[config.mk]
export PLATFORM = sky130hd
export DESIGN_NAME = matrix_uart_printer
export DESIGN_NICKNAME = d
export VERILOG_FILES = /design/src/rtl/matrix_uart_printer.sv
export SDC_FILE = /design/constraint.sdc
export NUM_CORES = 1
export LEC_CHECK = 0
export CORE_MARGIN = 3
export CORE_UTILIZATION = 58
export CTS_CLUSTER_DIAMETER = 150
export DETAILED_ROUTE_END_ITERATION = 8
export PLACE_DENSITY = 0.88
export SLEW_MARGIN = 10
export SYNTH_ARGS = -nofsm -noshare
export SYNTH_HDL_FRONTEND = slang
export SYNTH_SLANG_ARGS = --single-unit
[constraint.sdc]
create_clock -name clk -period 6.7 [get_ports clk]
set_input_delay 1.34 -clock clk [delete_from_list [all_inputs] [get_ports clk]]
set_output_delay 1.34 -clock clk [all_outputs]
set_load 0.02 [all_outputs]
[src/rtl/matrix_uart_printer.sv]
`default_nettype none
// +----------------------------------------------------------------------------+
// | matrix_uart_printer                                                        |
// | Streams an MxN byte matrix (1..5 each) to a UART as decimal ASCII text.    |
// | Optional macro PRINT_HEADER_EN prepends an "MxN" header line.              |
// | Revision: 1.0                                                              |
// +----------------------------------------------------------------------------+
module matrix_uart_printer #(
  parameter logic [7:0] SEP_CHAR = 8'h20,
  parameter logic [7:0] EOL_CHAR = 8'h0A
) (
  input  logic         clk,
  input  logic         rst,
  input  logic         print_start,
  input  logic [199:0] matrix_flat,
  input  logic [2:0]   mat_m,
  input  logic [2:0]   mat_n,
  input  logic         tx_ready,
  output logic [7:0]   tx_data,
  output logic         tx_valid,
  output logic         busy,
  output logic         done,
  output logic         error
);

  typedef enum logic [3:0] {
    IDLE, LOAD, EMIT_HDR_M, EMIT_HDR_X, EMIT_HDR_N, EMIT_HDR_EOL,
    EMIT_TENS, EMIT_ONES, EMIT_SEP, EMIT_EOL, DONE, ERR
  } state_t;

  state_t         r_state;
  logic [199:0]   r_mat;
  logic [2:0]     r_m;
  logic [2:0]     r_n;
  logic [2:0]     r_i;
  logic [2:0]     r_j;
  logic [4:0]     r_idx;

  logic           w_xfer;
  logic [4:0]     w_nxt_idx;
  logic [7:0]     w_cur_raw;
  logic [7:0]     w_nxt_raw;
  logic [7:0]     w_cur_val;
  logic [7:0]     w_nxt_val;
  logic           w_last_col;
  logic           w_last_row;

  function automatic logic dims_ok(input logic [2:0] m, input logic [2:0] n);
    return (m != 3'd0) && (m <= 3'd5) && (n != 3'd0) && (n <= 3'd5);
  endfunction

  function automatic logic [7:0] sat99(input logic [7:0] v);
    return (v > 8'd99) ? 8'd99 : v;
  endfunction

  // First character of an element: tens digit if two-digit, else the ones digit.
  function automatic logic [7:0] lead_char(input logic [7:0] v);
    return (v >= 8'd10) ? (8'h30 + v / 8'd10) : (8'h30 + v);
  endfunction

  function automatic state_t lead_state(input logic [7:0] v);
    return (v >= 8'd10) ? EMIT_TENS : EMIT_ONES;
  endfunction

  // r_idx is the linear row-major index, so no i*n multiply is needed.
  assign w_xfer     = tx_valid && tx_ready;
  assign w_nxt_idx  = r_idx + 5'd1;
  assign w_cur_raw  = 8'(r_mat >> {r_idx, 3'b000});
  assign w_nxt_raw  = 8'(r_mat >> {w_nxt_idx, 3'b000});
  assign w_cur_val  = sat99(w_cur_raw);
  assign w_nxt_val  = sat99(w_nxt_raw);
  assign w_last_col = (r_j == r_n - 3'd1);
  assign w_last_row = (r_i == r_m - 3'd1);

  always_ff @(posedge clk) begin
    if (rst) begin
      r_state  <= IDLE;
      r_mat    <= '0;
      r_m      <= '0;
      r_n      <= '0;
      r_i      <= '0;
      r_j      <= '0;
      r_idx    <= '0;
      tx_data  <= '0;
      tx_valid <= 1'b0;
      busy     <= 1'b0;
      done     <= 1'b0;
      error    <= 1'b0;
    end else begin
      done  <= 1'b0;
      error <= 1'b0;
      case (r_state)
        IDLE: begin
          if (print_start) begin
            r_mat   <= matrix_flat;
            r_m     <= mat_m;
            r_n     <= mat_n;
            r_i     <= '0;
            r_j     <= '0;
            r_idx   <= '0;
            busy    <= dims_ok(mat_m, mat_n);
            r_state <= LOAD;
          end
        end
        LOAD: begin
          if (!dims_ok(r_m, r_n)) begin
            error   <= 1'b1;
            busy    <= 1'b0;
            r_state <= ERR;
          end else begin
            tx_valid <= 1'b1;
`ifdef PRINT_HEADER_EN
            tx_data  <= 8'h30 + {5'd0, r_m};
            r_state  <= EMIT_HDR_M;
`else
            tx_data  <= lead_char(w_cur_val);
            r_state  <= lead_state(w_cur_val);
`endif
          end
        end
`ifdef PRINT_HEADER_EN
        EMIT_HDR_M: if (w_xfer) begin
          tx_data <= 8'h78;
          r_state <= EMIT_HDR_X;
        end
        EMIT_HDR_X: if (w_xfer) begin
          tx_data <= 8'h30 + {5'd0, r_n};
          r_state <= EMIT_HDR_N;
        end
        EMIT_HDR_N: if (w_xfer) begin
          tx_data <= EOL_CHAR;
          r_state <= EMIT_HDR_EOL;
        end
        EMIT_HDR_EOL: if (w_xfer) begin
          tx_data <= lead_char(w_cur_val);
          r_state <= lead_state(w_cur_val);
        end
`endif
        EMIT_TENS: if (w_xfer) begin
          tx_data <= 8'h30 + w_cur_val % 8'd10;
          r_state <= EMIT_ONES;
        end
        EMIT_ONES: if (w_xfer) begin
          tx_data <= w_last_col ? EOL_CHAR : SEP_CHAR;
          r_state <= w_last_col ? EMIT_EOL : EMIT_SEP;
        end
        EMIT_SEP: if (w_xfer) begin
          r_j     <= r_j + 3'd1;
          r_idx   <= w_nxt_idx;
          tx_data <= lead_char(w_nxt_val);
          r_state <= lead_state(w_nxt_val);
        end
        EMIT_EOL: if (w_xfer) begin
          r_j <= '0;
          if (w_last_row) begin
            tx_valid <= 1'b0;
            tx_data  <= '0;
            busy     <= 1'b0;
            done     <= 1'b1;
            r_state  <= DONE;
          end else begin
            r_i     <= r_i + 3'd1;
            r_idx   <= w_nxt_idx;
            tx_data <= lead_char(w_nxt_val);
            r_state <= lead_state(w_nxt_val);
          end
        end
        DONE:    r_state <= IDLE;
        ERR:     r_state <= IDLE;
        default: r_state <= IDLE;
      endcase
    end
  end

endmodule
`default_nettype wire

# Word level (Yosys, flattened, before mapping)
# Index checks and enable logic that the tools add are counted.
op_classes:
  order_cmp: 8
  shifts: 2
  mux: 44
  n_reduce_logical: 27
  n_bitwise: 3
  n_mul: 0
  div_mod_pow: 3
  n_addsub: 10
  n_eq_ne: 16
op_table:
  columns: ["operator", "n"]
  rows:
  - ["200-bit by 8-bit right shift with 8-bit output", 2]
  - ["8-bit two-way mux", 10]
  - ["6-bit by 8-bit adder with 8-bit output, first input constant", 5]
  - ["8-bit one-hot mux with 5 select lines", 1]
  - ["4-bit two-way mux", 7]
  - ["4-bit one-hot mux with 6 select lines", 1]
  - ["5-bit two-way mux", 4]
  - ["2-bit inequality test, second input constant", 9]
  - ["3-bit nonzero test", 6]
  - ["8-bit by 4-bit divider with 8-bit output, second input constant", 2]
  - ["8-bit by 4-bit greater-or-equal comparator with 1-bit output, second input constant", 2]
  - ["8-bit by 7-bit > comparator with 1-bit output, second input constant", 2]
  - ["3-bit two-way mux", 5]
  - ["5-bit one-hot mux with 3 select lines", 1]
  - ["5-bit AND reduction", 3]
  - ["3-bit less-or-equal comparator, second input constant", 4]
  - ["4-bit AND reduction", 3]
  - ["1-bit two-way mux", 10]
  - ["3-bit one-hot mux with 3 select lines", 1]
  - ["4-bit by 3-bit equality test with 1-bit output, second input constant", 2]
  - ["4-bit equality test, second input constant", 2]
  - ["8-bit by 4-bit remainder unit with 8-bit output, second input constant", 1]
  - ["1-bit logical AND", 7]
  - ["3-bit by 1-bit adder with 3-bit output, second input constant", 2]
  - ["16 further kinds", 21]
word_totals:
  romBits: 0
  ramBits: 0
  reg_bits: 233
  wordCells: 125
  latch_bits: 0
  memories: 0

# Depth between registers and ports, before layout
depth:
  word_depth: 10
  ltp_mapped: 20
  depth_no_buf: 15

# Worst setup path before layout
# OpenSTA, ideal clock, no wires.
synth_timing:
  path_kind: "register -> register"
  from: "reg r_idx[0]"
  to: "reg tx_data[5]"
  arrival_ns: 3.638
  path_slack_ns: 2.925
  path_stages_with_launch: 19
  required_ns: 6.563
  path_cell_list: "dfxtp_1 > buf_6 > buf_8 > mux4_2 > a32oi_1 > nor2_1 > or3_1 > buf_2 > or3_4 > a211oi_2 > nor2_1 > nor2_1 > inv_1 > ha_1 > or3_1 > ha_1 > o21ai_0 > a21oi_1 > a211oi_1"
synth_via:
  elab_chain_cells: 10
synth_lines:
  columns: ["item", "line_no", "source"]
  rows:
  - ["from (decl)", "37", "logic [4:0] r_idx;"]
  - ["from (signal assigned)", "149", "r_idx <= w_nxt_idx;"]
  - ["from (signal assigned)", "163", "r_idx <= w_nxt_idx;"]
  - ["5-bit by 1-bit adder with 5-bit output", "67", "assign w_nxt_idx = r_idx + 5'd1;"]
  - ["200-bit by 8-bit right shift with 8-bit output", "69", "assign w_nxt_raw = 8'(r_mat >> {w_nxt_idx, 3'b000});"]
  - ["8-bit by 7-bit > comparator with 1-bit output", "53", "return (v > 8'd99) ? 8'd99 : v;"]
  - ["8-bit two-way mux", "53", null]
  - ["8-bit by 4-bit divider with 8-bit output", "58", "return (v >= 8'd10) ? (8'h30 + v / 8'd10) : (8'h30 + v);"]
  - ["6-bit by 8-bit adder with 8-bit output", "58", null]
  - ["8-bit two-way mux", "58", null]
  - ["8-bit two-way mux", "155", "if (w_last_row) begin"]
  - ["8-bit two-way mux", "153", "EMIT_EOL: if (w_xfer) begin"]
  - ["8-bit one-hot mux with 5 select lines (*)", "92", "case (r_state)"]
  - ["to (signal assigned)", "116", "tx_data <= lead_char(w_cur_val);"]
  - ["to (signal assigned)", "150", "tx_data <= lead_char(w_nxt_val);"]
  - ["to (signal assigned)", "164", "tx_data <= lead_char(w_nxt_val);"]
  - ["to (decl)", "19", "output logic [7:0] tx_data,"]
# Every way passes the cells marked *; elsewhere a longest branch is shown, timed or not. The select of a mux whose other input is x is not followed.
# A chain may end at the register's enable or synchronous reset.

# Final worst setup path
# Same ends and word-level chain as after synthesis.

==> out/results.tsv <==
stage	metric	value	unit
placement	gp_congestion	0.9887	
detailed_routing	drc_errors	0	
placement	dp.cells	1933	
critical_path	path_max_fanout	43	
clock_network	clk_pin_slew_worst_paths	0.06	ns
global_route	overflow	0	
clock_network	clk_latency	0.53	ns
final_layout	fin_nets	1907	
die	die_h	154.4	um
placement	place_area	14960	um^2
pwr	pwr-share-clk	0.258	
sta	fin_setup_tns	0	ns
final_layout	design_area	15790	um^2
yosys	yosys_register_bits	233	
final_layout	area_growth_syn_to_layout	23.65	%
pwr	ir_drop	0.2139	mV
yosys	syn_area_per_cell	8.289	um^2
flow_run	cap_violations	0	
final_layout	diodes	0	
yosys	ys_seq_area_frac	0.3652	
die	initial_core_util	0.5982	
yosys	synth_edf_count	0	
pwr	leakagePower	5.490	nW
detailed_routing	vias_per_cell	6.190	
detailed_routing	route.vias.total	12250	
clock_network	cts.path.max_buffers	3	
placement	dp_hpwl	27960	um
yosys	synth_cell_types	77	
sta	finClkSkew	0.007984	ns
final_layout	fillers	1573	
clock_network	cts_tree	built	
pwr	swShare	0.3838	
yosys	async_flop_share	0	
detailed_routing	finalWirelength	38490	um
die	num_rows	53	
detailed_routing	ant_nets	0	
clock_network	hold_buffers	0	
yosys	synthesis.area	12770	um^2
global_route	grt_antenna_before_repair	0	
yosys	yosys.area_share.adder	0.01254	
die	dieArea	23840	um^2
critical_path	crit_arrival	5.34	ns
min_path	min_path_type	reg -> reg	
detailed_routing	dr.pass1.iters	5	
critical_path	cp-start-kind	flop	
critical_path	worstSetupEndpointType	flop	
yosys	synthesis.instances	1541	
sta	fin_crit	4.960	ns
sta	slew_violations	0	
sta	fin_crit_sh	0.7404	
sta	max_slew_margin	0.2506	
die	io_pins	222	
clock_network	ctsResizeCount	0	
sta	worst_pin_slew	1.124	ns
pwr	p_switching	2.064	mW
clock_network	cts_max_level	1	
die	core	21350	um^2
sta	hold_viol_final	0	
global_route	grt_max_degree	115	
placement	io_buffers	221	
yosys	synth_compound_area_frac	0.1685	
yosys	muxShareOfSynthArea	0.1853	
critical_path	cp.required	7.08	ns
die	die_x	154.4	um
detailed_routing	dr.first_iter.drc_count	1412	
yosys	yosys_most_used_dff	dfxtp_1	
final_layout	finalNonFillerCells	1979	
yosys	yosys.area_share.simple	0.2087	
sta	fmax	0.2016	GHz
pwr	pwr-share-seq	0.377	
sta	finalSetupViolCount	0	
clock_network	cts_setup_buffers	0	
pwr	combPwrFrac	0.366	
final_layout	layout-drive-gt1-share	0.09859	
clock_network	clkSinkCount	233	
yosys	ys_warn_count	0	
pwr	p_per_area	340.4	nW/um^2
sta	rsz0062_at_grt	false	
detailed_routing	wl_per_cell	19.45	um
global_route	track_usage	0.3122	
final_layout	fin_util	0.7397	
yosys	synth_top_family_by_area	simple AND/OR/NAND/NOR gates	
yosys	synthXorXnorAreaFrac	0.01156	
clock_network	cts_root_buf	clkbuf_16	
pwr	internal-power	3.313	mW
global_route	grt_pass1_wl	61040	um
critical_path	critical_path_class	reg -> reg	
global_route	grt_pass1_vias	11870	
clock_network	cts_made_buffers	25	
outcome	status	finished clean	
==> final timing paths <==
path | start | end | slack, ns | cells past startpoint
worst max-delay path | r_idx[0] | tx_data[5] | 1.74 | 15
worst min-delay path | tx_data[4] | tx_data[4] | 0.46 | 2
worst max register to register | r_idx[0] | tx_data[5] | 1.74 | 15
worst min register to register | tx_data[4] | tx_data[4] | 0.46 | 2
==> through the flow <==
stage	hold WS [ns]	setup WS [ns]	total power, mW
floorplan	0.4408	2.925	3.330
global route	0.4953	1.367	5.681
detailed placement	0.4564	1.798	3.959
CTS	0.4680	1.789	5.348
finish	0.4636	1.740	5.377
global placement	0.4513	1.892	3.900
==> cell usage after synthesis (14+ instances only) <==
cell | number | share of area
nand2_1 | 479 | 0.14
a31oi_1 | 15 | 0.0073
inv_1 | 14 | 0.0041
nor2_1 | 61 | 0.018
mux4_2 | 84 | 0.15
nor3_1 | 16 | 0.0063
buf_2 | 24 | 0.0094
a21oi_1 | 239 | 0.094
dfxtp_1 | 233 | 0.37
nand3_1 | 43 | 0.017
o21ai_0 | 21 | 0.0082
mux2i_1 | 43 | 0.034
clkbuf_1 | 80 | 0.024
==> worst max-delay path, stage by stage (launching register included) <==
cell and delay, ns:
dfxtp_4 0.75, clkinv_1 0.67, a2111oi_0 0.51, a211oi_1 0.11, a311o_1 0.56, or3_4 0.44
a211oi_2 0.25, nor2_1 0.06, nor2_1 0.18, inv_1 0.11, ha_1 0.18, or3_1 0.38
ha_1 0.28, o21ai_0 0.08, a21oi_1 0.15, a211oi_1 0.08
==> layout by cell type, fill, tap and decap left out, types with 4 or more instances in the layout <==
cell type and n:
a32oi_1 4, a21oi_1 239, clkbuf_16 25, ha_1 11
o22ai_1 5, xnor2_1 12, and2_1 4, nand2b_1 5
clkinv_4 5, clkinv_2 5, a211oi_1 7, a22oi_1 7
nor2_1 60, nor3_1 16, dfxtp_1 230, nor4_1 4
inv_1 14, mux4_2 84, mux2_2 4, a311oi_1 4
buf_4 15, a32o_1 5, nand2_1 479, nand3b_1 4
a31oi_1 15, o211ai_1 5, a2111oi_0 5, nand3_1 42
clkdlybuf4s50_1 220, a22o_1 4, o21ai_0 21, or3_1 5
nor2b_1 8, mux2i_1 43
==> metal layers <==
layer	wire length (um)	track usage	part of all wire	vias up
met5	0	0	0	-
met4	1609	0.1177	0.042	0
met3	3484	0.06267	0.091	122
met2	18410	0.5156	0.48	638
met1	14980	0.4078	0.39	5763
li1	-	-	-	5727
==> power by group through the flow <==
stage	Clock (mW)	Sequential, mW	Combinational (mW)
after global routing	1.46	2.04	2.18
after CTS	1.40	2.00	1.95
after detailed placement	0	2.03	1.93
after global placement	0	2.01	1.89
after floorplan	0	1.90	1.43
final	1.39	2.02	1.97
==> registers in the layout, indices dropped and copies added, names as in the netlist <==
name      count
r_i           3
error         1
busy          1
tx_data       8
tx_valid      1
r_n           3
r_j           3
r_m           3
r_mat       200
done          1
r_idx         5
r_state       4
==> kinds of logic (layout without fill, tap and decap cells) <==
| group | after synthesis | in the layout |
|---|---|---|
| DFF | 233 | 233 |
| and+or+nand+nor | 646 | 646 |
| adders and majority gates | 13 | 13 |
| xor gates and xnor gates | 16 | 16 |
| muxes | 131 | 131 |
| other | 1 | 3 |
| buffers and inverters | 137 | 298 |
| AOI/OAI and AO/OA | 364 | 364 |
==> cell type report <==
| cell class | instances | area, um^2 | share of cell area |
|---|---|---|---|
| multi-input combinational | 1173 | 7545 | 0.4777 |
| sequential | 233 | 4671 | 0.2957 |
| timing repair buffer | 237 | 2346 | 0.1485 |
| clock buffer | 31 | 678.2 | 0.04294 |
| tap | 275 | 344.1 | 0.02179 |
| clock inverter | 15 | 153.9 | 0.009744 |
| inverter | 15 | 56.30 | 0.003565 |
Power figures use the tool's default switching activity.
